$ cat src/rtl/ir_nec_transmitter_pkg.sv
// Shared types and NEC segment lengths (in 562.5 us units) for the IR transmit path.
package ir_pkg;

  typedef enum logic [2:0] {
    IDLE,
    LEAD_MARK,
    LEAD_SPACE,
    BIT_MARK,
    BIT_SPACE,
    STOP_MARK,
    REP_SPACE
  } ir_tx_state_t;

  localparam int LEAD_MARK_U  = 16;
  localparam int LEAD_SPACE_U = 8;
  localparam int BIT_MARK_U   = 1;
  localparam int ZERO_SPACE_U = 1;
  localparam int ONE_SPACE_U  = 3;
  localparam int STOP_MARK_U  = 1;
  localparam int REP_SPACE_U  = 4;

  // One NEC unit is 562.5 us, i.e. 9/16000 of a second.
  function automatic int unit_cycles(input int clk_freq_hz);
    return clk_freq_hz * 9 / 16000;
  endfunction

endpackage

$ cat src/rtl/ir_nec_transmitter_if.sv
// Request/status bundle between a frame source (master) and the NEC transmitter (slave).
interface ir_nec_transmitter_if;
  logic        start;
  logic [31:0] tx_data;
  logic        rpt;
  logic        busy;
  logic        done;
  logic        ir_env;
  logic        ir_tx;

  modport master (
    output start, tx_data, rpt,
    input  busy, done, ir_env, ir_tx
  );

  modport slave (
    input  start, tx_data, rpt,
    output busy, done, ir_env, ir_tx
  );
endinterface

$ cat src/rtl/ir_nec_transmitter_carrier_gen.sv
// Square-wave IR carrier; restart forces the high phase to begin on the next cycle.
module ir_carrier_gen #(
  parameter int CARRIER_HALF = 657
) (
  input  logic clk,
  input  logic rst,
  input  logic restart,
  output logic carrier
);

  localparam int CW = (CARRIER_HALF > 1) ? $clog2(CARRIER_HALF) : 1;
  localparam logic [CW-1:0] RELOAD = CW'(CARRIER_HALF - 1);

  logic [CW-1:0] cnt_q;

  always_ff @(posedge clk or posedge rst) begin
    if (rst) begin
      cnt_q   <= '0;
      carrier <= 1'b0;
    end else if (restart) begin
      cnt_q   <= RELOAD;
      carrier <= 1'b1;
    end else if (cnt_q == '0) begin
      cnt_q   <= RELOAD;
      carrier <= ~carrier;
    end else begin
      cnt_q   <= cnt_q - 1'b1;
    end
  end

endmodule

$ cat src/rtl/ir_nec_transmitter.sv
// NEC IR frame transmitter: leader, 32 LSB-first pulse-distance bits, stop mark.
// Define IR_TX_REPEAT_EN to honour rpt and send the NEC repeat code.
//
// state      | meaning
// IDLE       | waiting for start; done pulses here for one cycle after a frame
// LEAD_MARK  | 16-unit leader mark
// LEAD_SPACE | 8-unit leader space
// BIT_MARK   | 1-unit mark preceding each data bit
// BIT_SPACE  | 1-unit (0) or 3-unit (1) space for bit idx_q
// STOP_MARK  | 1-unit trailing mark
// REP_SPACE  | 4-unit space of the repeat code (IR_TX_REPEAT_EN only)
module ir_nec_transmitter
  import ir_pkg::*;
#(
  parameter int CLK_FREQ_HZ = 50_000_000,
  parameter int CARRIER_HZ  = 38_000
) (
  input  logic clk,
  input  logic rst,
  ir_nec_transmitter_if.slave bus
);

  localparam int UNIT_CYCLES  = unit_cycles(CLK_FREQ_HZ);
  localparam int CARRIER_HALF = CLK_FREQ_HZ / (2 * CARRIER_HZ);
  localparam int TMR_W        = $clog2(LEAD_MARK_U * UNIT_CYCLES);

  function automatic logic [TMR_W-1:0] seg_load(input int units);
    return TMR_W'(units * UNIT_CYCLES - 1);
  endfunction

  ir_tx_state_t state_q;
  logic [TMR_W-1:0] tmr_q;
  logic [4:0]       idx_q;
  logic [31:0]      data_q;
  logic             busy_q;
  logic             done_q;
  logic             env_q;
  logic             carrier;
  logic             tc;
  logic             mark_entry;

`ifdef IR_TX_REPEAT_EN
  logic rep_q;
`else
  logic unused_rpt;
  assign unused_rpt = bus.rpt;
`endif

  assign tc = (tmr_q == '0);

  // Every transition into a mark restarts the carrier so each mark begins high.
  assign mark_entry = (state_q == IDLE && bus.start) ||
                      (tc && (state_q == LEAD_SPACE || state_q == BIT_SPACE ||
                              state_q == REP_SPACE));

  ir_carrier_gen #(
    .CARRIER_HALF(CARRIER_HALF)
  ) u_carrier (
    .clk     (clk),
    .rst     (rst),
    .restart (mark_entry),
    .carrier (carrier)
  );

  always_ff @(posedge clk or posedge rst) begin
    if (rst) begin
      state_q <= IDLE;
      tmr_q   <= '0;
      idx_q   <= '0;
      data_q  <= '0;
      busy_q  <= 1'b0;
      done_q  <= 1'b0;
      env_q   <= 1'b0;
`ifdef IR_TX_REPEAT_EN
      rep_q   <= 1'b0;
`endif
    end else begin
      done_q <= 1'b0;
      if (state_q != IDLE && !tc)
        tmr_q <= tmr_q - 1'b1;

      case (state_q)
        IDLE: begin
          if (bus.start) begin
            data_q  <= bus.tx_data;
            idx_q   <= '0;
            tmr_q   <= seg_load(LEAD_MARK_U);
            env_q   <= 1'b1;
            busy_q  <= 1'b1;
            state_q <= LEAD_MARK;
`ifdef IR_TX_REPEAT_EN
            rep_q   <= bus.rpt;
`endif
          end
        end
        LEAD_MARK: begin
          if (tc) begin
            env_q   <= 1'b0;
            state_q <= LEAD_SPACE;
            tmr_q   <= seg_load(LEAD_SPACE_U);
`ifdef IR_TX_REPEAT_EN
            if (rep_q) begin
              state_q <= REP_SPACE;
              tmr_q   <= seg_load(REP_SPACE_U);
            end
`endif
          end
        end
        LEAD_SPACE: begin
          if (tc) begin
            env_q   <= 1'b1;
            state_q <= BIT_MARK;
            tmr_q   <= seg_load(BIT_MARK_U);
          end
        end
        BIT_MARK: begin
          if (tc) begin
            env_q   <= 1'b0;
            state_q <= BIT_SPACE;
            tmr_q   <= data_q[idx_q] ? seg_load(ONE_SPACE_U) : seg_load(ZERO_SPACE_U);
          end
        end
        BIT_SPACE: begin
          if (tc) begin
            env_q <= 1'b1;
            if (idx_q == 5'd31) begin
              state_q <= STOP_MARK;
              tmr_q   <= seg_load(STOP_MARK_U);
            end else begin
              idx_q   <= idx_q + 1'b1;
              state_q <= BIT_MARK;
              tmr_q   <= seg_load(BIT_MARK_U);
            end
          end
        end
        STOP_MARK: begin
          if (tc) begin
            env_q   <= 1'b0;
            busy_q  <= 1'b0;
            done_q  <= 1'b1;
            state_q <= IDLE;
          end
        end
`ifdef IR_TX_REPEAT_EN
        REP_SPACE: begin
          if (tc) begin
            env_q   <= 1'b1;
            state_q <= STOP_MARK;
            tmr_q   <= seg_load(STOP_MARK_U);
          end
        end
`endif
        default: begin
          state_q <= IDLE;
          env_q   <= 1'b0;
          busy_q  <= 1'b0;
        end
      endcase
    end
  end

  assign bus.busy   = busy_q;
  assign bus.done   = done_q;
  assign bus.ir_env = env_q;
  // Both operands are flops on clk_sys; the carrier only matters while the envelope is high.
  assign bus.ir_tx  = env_q & carrier;

endmodule

$ cat src/flat_wrapper.sv
// flat-port wrapper written by rule: the top's interface ports become plain ports
module ir_nec_transmitter_flat import ir_pkg::*;
#(
  parameter int CLK_FREQ_HZ = 50_000_000,
  parameter int CARRIER_HZ  = 38_000
)
  (clk, rst, bus_start, bus_tx_data, bus_rpt, bus_busy, bus_done, bus_ir_env, bus_ir_tx);
  ir_nec_transmitter_if bus_i ();
  input  logic clk;
  input  logic rst;
  input wire logic [$bits(bus_i.start)-1:0] bus_start;
  input wire logic [$bits(bus_i.tx_data)-1:0] bus_tx_data;
  input wire logic [$bits(bus_i.rpt)-1:0] bus_rpt;
  output wire logic [$bits(bus_i.busy)-1:0] bus_busy;
  output wire logic [$bits(bus_i.done)-1:0] bus_done;
  output wire logic [$bits(bus_i.ir_env)-1:0] bus_ir_env;
  output wire logic [$bits(bus_i.ir_tx)-1:0] bus_ir_tx;
  assign bus_i.start = bus_start;
  assign bus_i.tx_data = bus_tx_data;
  assign bus_i.rpt = bus_rpt;
  assign bus_busy = bus_i.busy;
  assign bus_done = bus_i.done;
  assign bus_ir_env = bus_i.ir_env;
  assign bus_ir_tx = bus_i.ir_tx;
  ir_nec_transmitter #(.CLK_FREQ_HZ(CLK_FREQ_HZ), .CARRIER_HZ(CARRIER_HZ)) u_core (.clk(clk), .rst(rst), .bus(bus_i));
endmodule
$ cat config.mk
export PLATFORM = sky130hd
export DESIGN_NAME = ir_nec_transmitter_flat
export DESIGN_NICKNAME = d
export VERILOG_FILES = /design/src/rtl/ir_nec_transmitter_pkg.sv /design/src/rtl/ir_nec_transmitter_if.sv /design/src/rtl/ir_nec_transmitter_carrier_gen.sv /design/src/rtl/ir_nec_transmitter.sv /design/src/flat_wrapper.sv
export SDC_FILE = /design/constraint.sdc
export NUM_CORES = 1
export LEC_CHECK = 0
export ABC_AREA = 1
export ABC_CLOCK_PERIOD_IN_PS = 3280
export CORE_MARGIN = 4
export CORE_UTILIZATION = 60
export CTS_BUF_LIST = sky130_fd_sc_hd__clkbuf_4 sky130_fd_sc_hd__clkbuf_8
export DETAILED_ROUTE_END_ITERATION = 16
export GPL_TIMING_DRIVEN = 0
export PLACE_DENSITY = 0.83
export SYNTH_ARGS = -nofsm -noshare
export SYNTH_HDL_FRONTEND = slang
export SYNTH_SLANG_ARGS = --single-unit
$ cat constraint.sdc
create_clock -name clk -period 3.28 [get_ports clk]
set_input_delay 0.984 -clock clk [delete_from_list [all_inputs] [get_ports clk]]
set_output_delay 0.984 -clock clk [all_outputs]
set_load 0.02 [all_outputs]
==> results.md <==
* Outcome: completed
* GRT overflow at 0
* Hold Buf Count CTS at 0
* Syn nets at 614
* Die Span X at 91.48 µm
* F_max at 0.4164 GHz
* Crit path max fanout at 3
* Worst Path Class, Setup: flop to output port
* Peak VDD IR at 416.0 µV
* Hold Slack at 0.4229 ns
* Combinational power share at 0.466
* Syn avg cell area at 7.298 µm²
* Crit path cell chain: nand2_1 > inv_1 > clkdlybuf4s50_1
* Share of layout cells above drive strength 1 at 0.09585
* Simple-Gate Fraction of Synth Area at 0.3405
* Largest family of logic cells by synthesized area: simple AND/OR/NAND/NOR gates
* Slew margin rel. at 0.4108
* Global Route Usage Sum at 0.2401
* Clk pwr share at 0.153
* # Max-Cap Violations at 0
* Initial antenna violation count at 0
* Yosys top cell by area: dfrtp_1
* Yosys warnings at 0
* Crit. End Element: output port
* Leakage at 2.377 nW
* Worst skew pair latency at 0.36 ns
* Die area at 8369 µm²
* Worst Path Arrival at 1.42 ns
* ANT nets after route at 0
* Register area share after synthesis at 0.4369
* CTS tree: built
* Fin nets at 663
* First-pass DRT Iterations at 5
* P&R area growth vs syn at 15.98%
* Seq cells post-synth at 73
* Clock Tree Buf Depth at 2
* First-pass GRT wire length at 16,100 µm
* Gate Count Post-Synth at 573
* Switch share at 0.4452
* Cts bufs inserted at 9
* Vias/cell at 5.269
* Tightest Pin Transition at 0.8839 ns
* Post-Synth XOR/XNOR Area at 0.03142
* Asr flop ratio synth at 1.000
* Dpl hpwl at 7012 µm
* Seq pwr share at 0.380
* Ys flop type: dfrtp_1
* Setup-failing EPs final at 0
* Drt first-iter violations at 303
* Mux share of post-synthesis cell area at 0
* Rows at 30
* Die height at 91.48 µm
* Core region area at 6794 µm²
* RSZ-0062 raised after global routing: no
* Critical Path RT at 2.30 ns
* Pint at 2.269 mW
* P per Cell Area at 843.2 nW/µm²
* Min Tclk post-route at 2.402 ns
* Clock slew at reported path FFs at 0.07 ns
* Via count at 3,804
* Routed length per placed instance at 13.17 µm
* Post-synthesis cell type count at 41
* Final Hold Fails at 0
* CP max stage delay at 0.59 ns
* Htree depth at 3
* Post-synth top area share at 0.4369
* Final wirelength at 9512 µm
* Synth Area in Compound Gates at 0.09096
* Clk root buf: clkbuf_8
* Switch Pwr at 1.820 mW
* Final total power at 4.089 mW
* Starting density of the core at 0.6155
* Clock sinks at 73
* GPL Wtd Cong at 0.9021
* Final worst path period share at 0.7322
* Adder-cell share of the synthesized area at 0.01496
* Vias in the first global route at 3,623
* Setup Skew at 0.006335 ns
* PortBufs at 38
* IO Pins at 40
* Syn Std Cell Area at 4182 µm²
* Slew Viols, Final at 0
* Slowest cell on the critical path: clkdlybuf4s50_1
* Largest net degree at the start of global routing at 74
* EDFF count, synth at 0
* Post-CTS Setup Repair Bufs at 0
* Type of the most critical hold path: flop to flop
* Drt drc at 0
* Critical Path Start Type: flop
* Antenna diodes at 0
* Post-cts resize count at 0
* Ranking of synthesized cells by area: dfrtp_1 44%, nand2_1 16%, inv_1 5.9%
## through the flow
step                        util  setup WS [ns]  cell area [µm²]  setup TNS (ns)  instances
after global routing      0.7138         0.8051             4850               0        722
after floorplan                -         0.4427             4182               0        573
after detailed placement  0.6895         0.5613             4684               0        707
after CTS                 0.7138         0.8641             4850               0        722
after global placement    0.6891        -0.7318             4682          -53.09        707
final                     0.7138         0.8783             4850               0        722
## routing by layer
| layer | global-route usage | share of wire | up-vias |
|---|---|---|---|
| li1 | - | - | 1912 |
| met1 | 0.2951 | 0.43 | 1755 |
| met2 | 0.4017 | 0.49 | 114 |
| met3 | 0.04722 | 0.053 | 23 |
| met4 | 0.1181 | 0.022 | 0 |
| met5 | 0 | 0 | - |
## final timing paths
path	from	to	slack (ns)	cells past startpoint
max in group asynchronous	rst	u_core.data_q[12]	1.54	2
min	u_core.u_carrier.cnt_q[0]	u_core.u_carrier.cnt_q[0]	0.42	1
min in group asynchronous	rst	u_core.data_q[17]	1.17	2
min reg2reg	u_core.u_carrier.cnt_q[0]	u_core.u_carrier.cnt_q[0]	0.42	1
max reg2reg	u_core.idx_q[1]	u_core.idx_q[3]	1.28	10
max	u_core.bus.ir_env	bus_ir_tx	0.88	3
## kinds of logic (layout without fill, tap and decap cells)
kind of cell	Yosys count	in the layout
and+or+nand+nor	325	325
buffers and inverters	88	141
DFF	73	73
AOI/OAI and AO/OA	67	67
xor gates and xnor gates	15	15
adders and majority gates	5	5
## sequential cells by signal (all words and copies together) (netlist names), 3 cells and up
name	flops
u_core.data_q	32
u_core.idx_q	5
u_core.state_q	3
u_core.tmr_q	19
u_core.u_carrier.cnt_q	10
## layout make-up
| cell class | instances | area [µm²] |
|---|---|---|
| sequential | 73 | 1827 |
| inverter | 73 | 276.5 |
| timing repair buffer | 38 | 380.4 |
| buffer | 15 | 82.58 |
| tap | 96 | 120.1 |
| clock buffer | 11 | 145.1 |
| clock inverter | 4 | 20.02 |
| fill | 537 | 1944 |
| multi-input combinational | 412 | 1998 |
## power by group through the flow
stage,Sequential [mW],Combinational (mW),Clock [mW]
2_1_floorplan,1.51,1.44,0
3_3_place_gp,1.55,1.83,0
3_5_place_dp,1.57,1.88,0
4_1_cts,1.55,1.90,0.633
5_1_grt,1.61,2.18,0.676
6_report,1.56,1.91,0.627
## synth_stat cells (all sizes together), types with 2 or more instances
master,n
a21oi,13
nand3b,2
xor2,13
nand4,13
nor2,62
nand3,47
buf,14
nand2,186
a31oi,2
a21boi,2
inv,72
nor3,9
o211ai,6
o21ai,40
ha,5
dfrtp,73
xnor2,2
or2,3
## placed cells by master (no fill, tap or decap), types with 2 or more instances in the layout
master	synthesis	layout
inv_1	66	65
a31oi_1	2	2
dfrtp_1	73	73
nor3_1	8	8
ha_1	5	5
a21oi_1	11	11
inv_2	6	6
nor2_1	55	55
xor2_1	13	13
o21ai_0	38	38
clkinv_2	0	4
nand3_2	2	2
o21ai_1	2	2
nand3b_1	2	2
nand2_2	9	9
buf_2	12	12
xnor2_1	2	2
nand2_1	177	177
nand3_1	45	45
a21oi_2	2	2
nor2_4	4	4
clkdlybuf4s50_1	0	38
o211ai_1	5	5
clkbuf_8	0	10
nor2_2	3	3
nand4_1	13	13
## worst max-delay path: cells and delay by family, from the launching register on
family                 cells  cell delay, ns
buffers and inverters      2            0.64
DFF                        1            0.37
and+or+nand+nor            1            0.06
(Power assumes the default switching activity.)
